<file path="src/rtl/rr_arb_mux.sv">
// rr_arb_mux: N-channel valid/ready multiplexer with round-robin or fixed-priority
// arbitration feeding a single registered output slot.
module rr_arb_mux #(
  parameter int unsigned N_CH  = 4,
  parameter int unsigned WIDTH = 8,
  parameter int unsigned IDW   = ($clog2(N_CH) > 0) ? $clog2(N_CH) : 1
) (
  input  logic                  clk,
  input  logic                  rst_n,
  input  logic                  rr_en,
  input  logic [N_CH-1:0]       in_valid,
  input  logic [N_CH*WIDTH-1:0] in_data,
  output logic [N_CH-1:0]       in_ready,
  output logic                  out_valid,
  output logic [WIDTH-1:0]      out_data,
  output logic [IDW-1:0]        out_id,
  input  logic                  out_ready
);

  // Channel count and last index at the widths used by the scan and pointer logic.
  localparam logic [IDW:0]   NChW   = N_CH[IDW:0];
  localparam logic [IDW-1:0] LastId = IDW'(N_CH - 1);

  // Output slot and round-robin pointer state.
  logic             out_valid_q, out_valid_d;
  logic [WIDTH-1:0] out_data_q, out_data_d;
  logic [IDW-1:0]   out_id_q, out_id_d;
  logic [IDW-1:0]   ptr_q, ptr_d;

  // Arbitration signals.
  logic [N_CH-1:0]  grant;
  logic [IDW-1:0]   grant_id;
  logic             found;
  logic [IDW-1:0]   start;
  logic [IDW:0]     cand;
  logic             slot_free;
  logic             xfer;

  // Unpacked view of the packed input data bus.
  logic [WIDTH-1:0] ch_data [N_CH];

  for (genvar i = 0; i < N_CH; i++) begin : g_unpack
    assign ch_data[i] = in_data[i*WIDTH +: WIDTH];
  end

  // The slot can accept a new word when empty or when it drains this cycle.
  assign slot_free = !out_valid_q || out_ready;

  // Grant: first valid channel scanning upward from the start index, wrapping at N_CH-1.
  always_comb begin
    grant    = '0;
    grant_id = '0;
    found    = 1'b0;
    cand     = '0;
    start    = rr_en ? ptr_q : '0;
    for (int unsigned off = 0; off < N_CH; off++) begin
      cand = {1'b0, start} + off[IDW:0];
      if (cand >= NChW) begin
        cand = cand - NChW;
      end
      if (!found && in_valid[cand[IDW-1:0]]) begin
        found                  = 1'b1;
        grant[cand[IDW-1:0]]   = 1'b1;
        grant_id               = cand[IDW-1:0];
      end
    end
  end

  // Readiness is withheld during reset so nothing is accepted in the reset cycle.
  always_comb begin
    in_ready = grant & {N_CH{slot_free && rst_n}};
    xfer     = |in_ready;
  end

  // Next-state for the output slot and the round-robin pointer.
  always_comb begin
    out_valid_d = out_valid_q;
    out_data_d  = out_data_q;
    out_id_d    = out_id_q;
    ptr_d       = ptr_q;
    if (xfer) begin
      // A load wins over a drain, keeping one word per clock throughput.
      out_valid_d = 1'b1;
      out_data_d  = ch_data[grant_id];
      out_id_d    = grant_id;
      // Pointer advances in both modes so switching to round-robin resumes fairly.
      ptr_d       = (grant_id == LastId) ? '0 : grant_id + 1'b1;
    end else if (out_valid_q && out_ready) begin
      out_valid_d = 1'b0;
    end
  end

  // State registers with synchronous active-low reset.
  always_ff @(posedge clk) begin
    if (!rst_n) begin
      out_valid_q <= 1'b0;
      out_data_q  <= '0;
      out_id_q    <= '0;
      ptr_q       <= '0;
    end else begin
      out_valid_q <= out_valid_d;
      out_data_q  <= out_data_d;
      out_id_q    <= out_id_d;
      ptr_q       <= ptr_d;
    end
  end

  assign out_valid = out_valid_q;
  assign out_data  = out_data_q;
  assign out_id    = out_id_q;

endmodule

</file>
<file path="config.mk">
export PLATFORM = sky130hd
export DESIGN_NAME = rr_arb_mux
export DESIGN_NICKNAME = d
export VERILOG_FILES = /design/src/rtl/rr_arb_mux.sv
export SDC_FILE = /design/constraint.sdc
export NUM_CORES = 1
export LEC_CHECK = 0
export ABC_AREA = 1
export ABC_CLOCK_PERIOD_IN_PS = 3300
export BUFFER_PORTS_ARGS = -buffer_cell sky130_fd_sc_hd__buf_2
export CAP_MARGIN = 20
export CORE_UTILIZATION = 49
export DETAILED_ROUTE_END_ITERATION = 10
export PLACE_DENSITY = 0.9
export SYNTH_ARGS = -nofsm -noshare
export SYNTH_HDL_FRONTEND = slang
export SYNTH_SLANG_ARGS = --single-unit
</file>
<file path="constraint.sdc">
create_clock -name clk -period 3.3 [get_ports clk]
set_clock_uncertainty 0.2 [all_clocks]
set_input_delay 0.66 -clock clk [delete_from_list [all_inputs] [get_ports clk]]
set_output_delay 0.66 -clock clk [all_outputs]
set_load 0.01 [all_outputs]
</file>
## After elaboration in Yosys (flattened, before gate mapping)

Index checks and enable logic that the tools add are counted.

| word-level totals | value |
|---|---|
| register bits after elaboration | 13 |
| output and inout bits | 15 |
| input port bits | 40 |

| cells by class | value |
|---|---|
| $add $sub $neg | 8 |
| multiplexer cells | 38 |
| reduce and logical (&&, ||, !) cells | 16 |
| bitwise operators | 5 |
| equal/unequal tests | 1 |
| magnitude comparators | 13 |

Operators with widths:

| kind | number |
|---|---|
| $mux W2 | 10 |
| $bmux W8 S2 | 1 |
| $mux W4 | 4 |
| $mux W8 | 2 |
| $mux W1 | 13 |
| $ge A3 B3 Y1 const B | 4 |
| $lt A2 B3 Y1 const B | 4 |
| $or A4 B4 Y4 | 3 |
| $logic_and A1 B1 Y1 | 9 |
| $bmux W1 S2 | 4 |
| $demux W1 S2 | 4 |
| $ge A2 B1 Y1 const B | 4 |
| $sub A2 B1 Y2 const B | 4 |
| $add A2 B2 Y3 const B | 2 |
| $and A4 B4 Y4 | 1 |
| $logic_not A1 Y1 | 4 |
| $reduce_or A4 Y1 | 1 |
| $add A2 B1 Y3 const B | 1 |
| $ge A2 B3 Y1 const B | 1 |
| $not A2 Y3 | 1 |
| $add A2 B1 Y2 const B | 1 |
| $eq A2 B2 Y1 const B | 1 |
| $reduce_bool A2 Y1 | 1 |
| $logic_or A1 B1 Y1 | 1 |

## Depth between registers and ports, before layout

| logic depth | value |
|---|---|
| depth in word-level cells | 19 |
| depth in mapped cells | 17 |
| gate-level depth less buffers | 16 |

## Least setup slack after synthesis

Ideal clock, no wire load.

| path | value |
|---|---|
| kind | input -> register |
| from | input port rr_en |
| to | register ptr_q[1] |
| data required time | 2.987 ns |
| setup time | 0.113 ns |
| arrival time | 2.463 ns |
| path slack | 0.524 ns |
| stages on the path | 14 |
| cells stage by stage | nand2_4 > inv_2 > ha_1 > inv_1 > nand3_1 > nand2_2 > nor2_8 > nand3_1 > nand2_1 > nor2_4 > inv_2 > ha_1 > o21ai_1 > nor2_1 |

| between the ends | value |
|---|---|
| word-level cells in the longest chain between the ends | 17 |
| elaborated cells on any way between the ends | 69 |

RTL lines:

| what | line | text |
|---|---|---|
| start: declaration | 10 | `input logic rr_en,` |
| $mux W2 * | 55 | `start = rr_en ? ptr_q : '0;` |
| parallel branches: the longest is 13 deep, another holds $add A2 B1 Y3 | -- |  |
| $mux W2 * | 61 | `if (!found && in_valid[cand[IDW-1:0]]) begin` |
| net grant_id[1] | 32 | `logic [IDW-1:0] grant_id;` |
| $add A2 B1 Y2 / $eq A2 B2 Y1 (equally long branches) | 87 | `ptr_d = (grant_id == LastId) ? '0 : grant_id + 1'b1;` |
| $mux W2 * | 87 |  |
| end signal: assignment | 104 | `ptr_q <= ptr_d;` |
| end: declaration | 28 | `logic [IDW-1:0] ptr_q, ptr_d;` |

Mark *: on every way through the listed nets, which the timed path passes. The select of a mux whose other input is x is not followed.
A chain may end at the register's enable or synchronous reset.

## Worst setup path in the final report

| path | value |
|---|---|
| from | input port rr_en |
| to | output port in_ready[2] |

| between the ends | value |
|---|---|
| word-level cells in the longest chain between the ends | 16 |
| elaborated cells on any way between the ends | 61 |

RTL lines:

| what | line | text |
|---|---|---|
| $mux W2 * | 55 |  |
| parallel branches: the longest is 13 deep, another holds $add A2 B1 Y3 | -- |  |
| $mux W4 * | 61 |  |
| $and A4 B4 Y4 * | 71 | `in_ready = grant & {N_CH{slot_free && rst_n}};` |
| end: declaration | 13 | `output logic [N_CH-1:0] in_ready,` |

Every way passes the cells marked *. The select of a mux whose other input is x is not followed.

==> metrics.cfg <==
[status]
status = complete, no violations

[sta]
fmax_mhz = 316
maxSlewHeadroom = 0.802
hold_slack_ns = 0.266
maxSlewViolCount = 0
setup_violations = 0
fin_crit_ns = 3.16
tightest_slew_ns = 0.296
finalHoldViolCount = 0
finalCritPeriodShare = 0.958
setup_tns_ns = 0
rsz0062_at_grt = no

[setup_path]
path_cells = clkbuf_4, nand2_8, inv_4, ha_1, inv_1, nand3_1, nand2_4, nand3_1, nand2_1, inv_1, nand3_1, nand2_1, inv_1, buf_2
critPathSlowestCell = ha_1
path_class = in2out
critPathCaptureType = output port
slowest_delay_ns = 0.32
start_kind = input port
crit_required_ns = 2.44
worstPathArrival_ns = 2.30
worstPathMaxFanout = 10

[layout]
seqCellArea_um2 = 260
fillers = 262
multiInputGateArea_um2 = 950
nets = 363
drive_gt1_frac = 0.252
area_delta_synth_final_pct = 22.6
final_cell_mix = nand2_1, buf_2, inv_1
n_antenna_cell = 0
final_common_cell = nand2_1
design_area_um2 = 1780

[drt]
drtIter0Drc = 112
drt_first_pass_iters = 5
wire_per_inst_um = 9.48
avgViaCountPerCell = 4.83
totalWireLength_mm = 3.26
dr_total_vias = 1662
drc = 0
drtAntennaViolNets = 0

[synth]
syn_nets = 307
syn_inst = 258
syn_area_um2 = 1450
synthDistinctLibCells = 22
yosysWarnings = 0
ys_seq_area_frac = 0.179
synth_seq_cells = 13
syn_avg_cell_area_um2 = 5.63

[pwr]
pwr_density_cell_nw_per_um2 = 769
ir_worst_vdd_v = 0.000563
leakage_uw = 0.00118

[cts]
root_buffer = clkbuf_4
cts_buffers = 3
clock-sinks = 13
insertion_delay_ns = 0.27
htree_levels = 1
cts_tree = yes
cts_max_path_buffers = 2
path_clk_slew_ns = 0.07

[grt]
grt_overflow_total = 0
grt_pass1_wl_mm = 5.49
grt_pass1_vias = 1403
grt_usage = 0.209
grt_antenna_before_repair = 0
grt_max_degree = 25

[die]
ios = 55
initial_utilization = 0.522
fp.dieH_um = 56.4
placementRows = 19
die_w_um = 56.4
core-area_um2 = 2780
dieArea_um2 = 3180

[min_path]
hold_class = reg2reg

[flow_run]
drv_cap = 0

[placement]
place.gp.congestion = 0.870
port_buffers = 54
place_area_um2 = 1730
dpl.hpwl_mm = 2.61

[cell families (layout without fill, tap and decap cells)]
family,Yosys count,in the layout,synth area share
DFF,13,13,0.179
buffers and inverters,61,116,0.176
adders and majority gates,9,9,0.0776
and+or+nand+nor,159,159,0.508
AOI/OAI and AO/OA,16,16,0.0595
[final timing paths]
kind	from	to	slack, ns	cells past startpoint
max	rr_en	in_ready[2]	0.14	14
min	out_id[1]$_SDFFE_PN0P_	out_id[1]$_SDFFE_PN0P_	0.27	2
max reg2reg	ptr_q[0]$_SDFFE_PN0P_	ptr_q[1]$_SDFFE_PN0P_	0.41	14
min reg2reg	out_id[1]$_SDFFE_PN0P_	out_id[1]$_SDFFE_PN0P_	0.27	2
[layer usage]
| layer | vias to the layer above | GRT usage | wire length (µm) |
|---|---|---|---|
| met2 | 74 | 0.366 | 1560 |
| met5 | - | 0 | 0 |
| met1 | 687 | 0.266 | 1460 |
| met3 | 8 | 0.0461 | 213 |
| met4 | 0 | 0.0279 | 34 |
| li1 | 893 | - | - |
[per-stage QoR]
| stage | power [µW] | setup slack (ns) | instances | utilization |
|---|---|---|---|---|
| floorplan | 1070 | 0.524 | 258 | - |
| global placement | 1240 | 0.165 | 339 | 0.621 |
| detailed placement | 1250 | 0.0599 | 339 | 0.621 |
| CTS | 1360 | 0.0578 | 343 | 0.630 |
| global route | 1530 | 0.0248 | 344 | 0.640 |
| finish | 1370 | 0.137 | 344 | 0.640 |
[cells in the mapped netlist]
library cell / number / area, µm²
nand2_2: 5 / 31.3
dfxtp_1: 13 / 260
o21ai_0: 1 / 5.00
nor2_8: 1 / 20.0
clkbuf_1: 1 / 3.75
o21ai_1: 9 / 45.0
nand2_1: 85 / 319
nand3_1: 33 / 165
o211ai_1: 1 / 7.51
nand3_2: 2 / 20.0
nor2_1: 22 / 82.6
buf_6: 2 / 22.5
inv_1: 52 / 195
nand4_1: 4 / 25.0
nor2_4: 1 / 11.3
buf_4: 3 / 22.5
nand2_4: 5 / 56.3
inv_2: 3 / 11.3
nor2_2: 1 / 6.26
o21ai_2: 1 / 8.76
ha_1: 9 / 113
a21oi_1: 4 / 20.0
[flip-flops by register name (all words and copies together) (netlist names)]
name,cells
out_data,8
out_id,2
out_valid,1
ptr_q,2
[where the power goes]
group	leakage (µW)	internal [µW]	total, µW	switching, µW
Sequential	0.000107	217	261	44.0
Combinational	0.00105	359	1010	651
Clock	0.0000150	46.8	97.3	50.5
Total	0.00118	623	1370	745
[area by class of cell]
cell class	instances	area share
clock buffers	4	0.0148
multi-input cells	184	0.534
well taps	31	0.0218
repair buffers	57	0.166
flip-flops and latches	13	0.146
inverters	55	0.117
[repair_timing]
action / in CTS / in global routing
setup endpoints to repair: 0 / 4
hold buffers: 0 / 0
setup buffers: 0 / 1
hold endpoints to repair: 0 / 0
resized for setup: 0 / 4
[critical path: cells and delay by family]
family / cells / cell delay (ns)
adders and majority gates: 1 / 0.32
buffers and inverters: 6 / 0.55
and+or+nand+nor: 7 / 0.76
No activity file was read; power rests on OpenSTA's default activity.
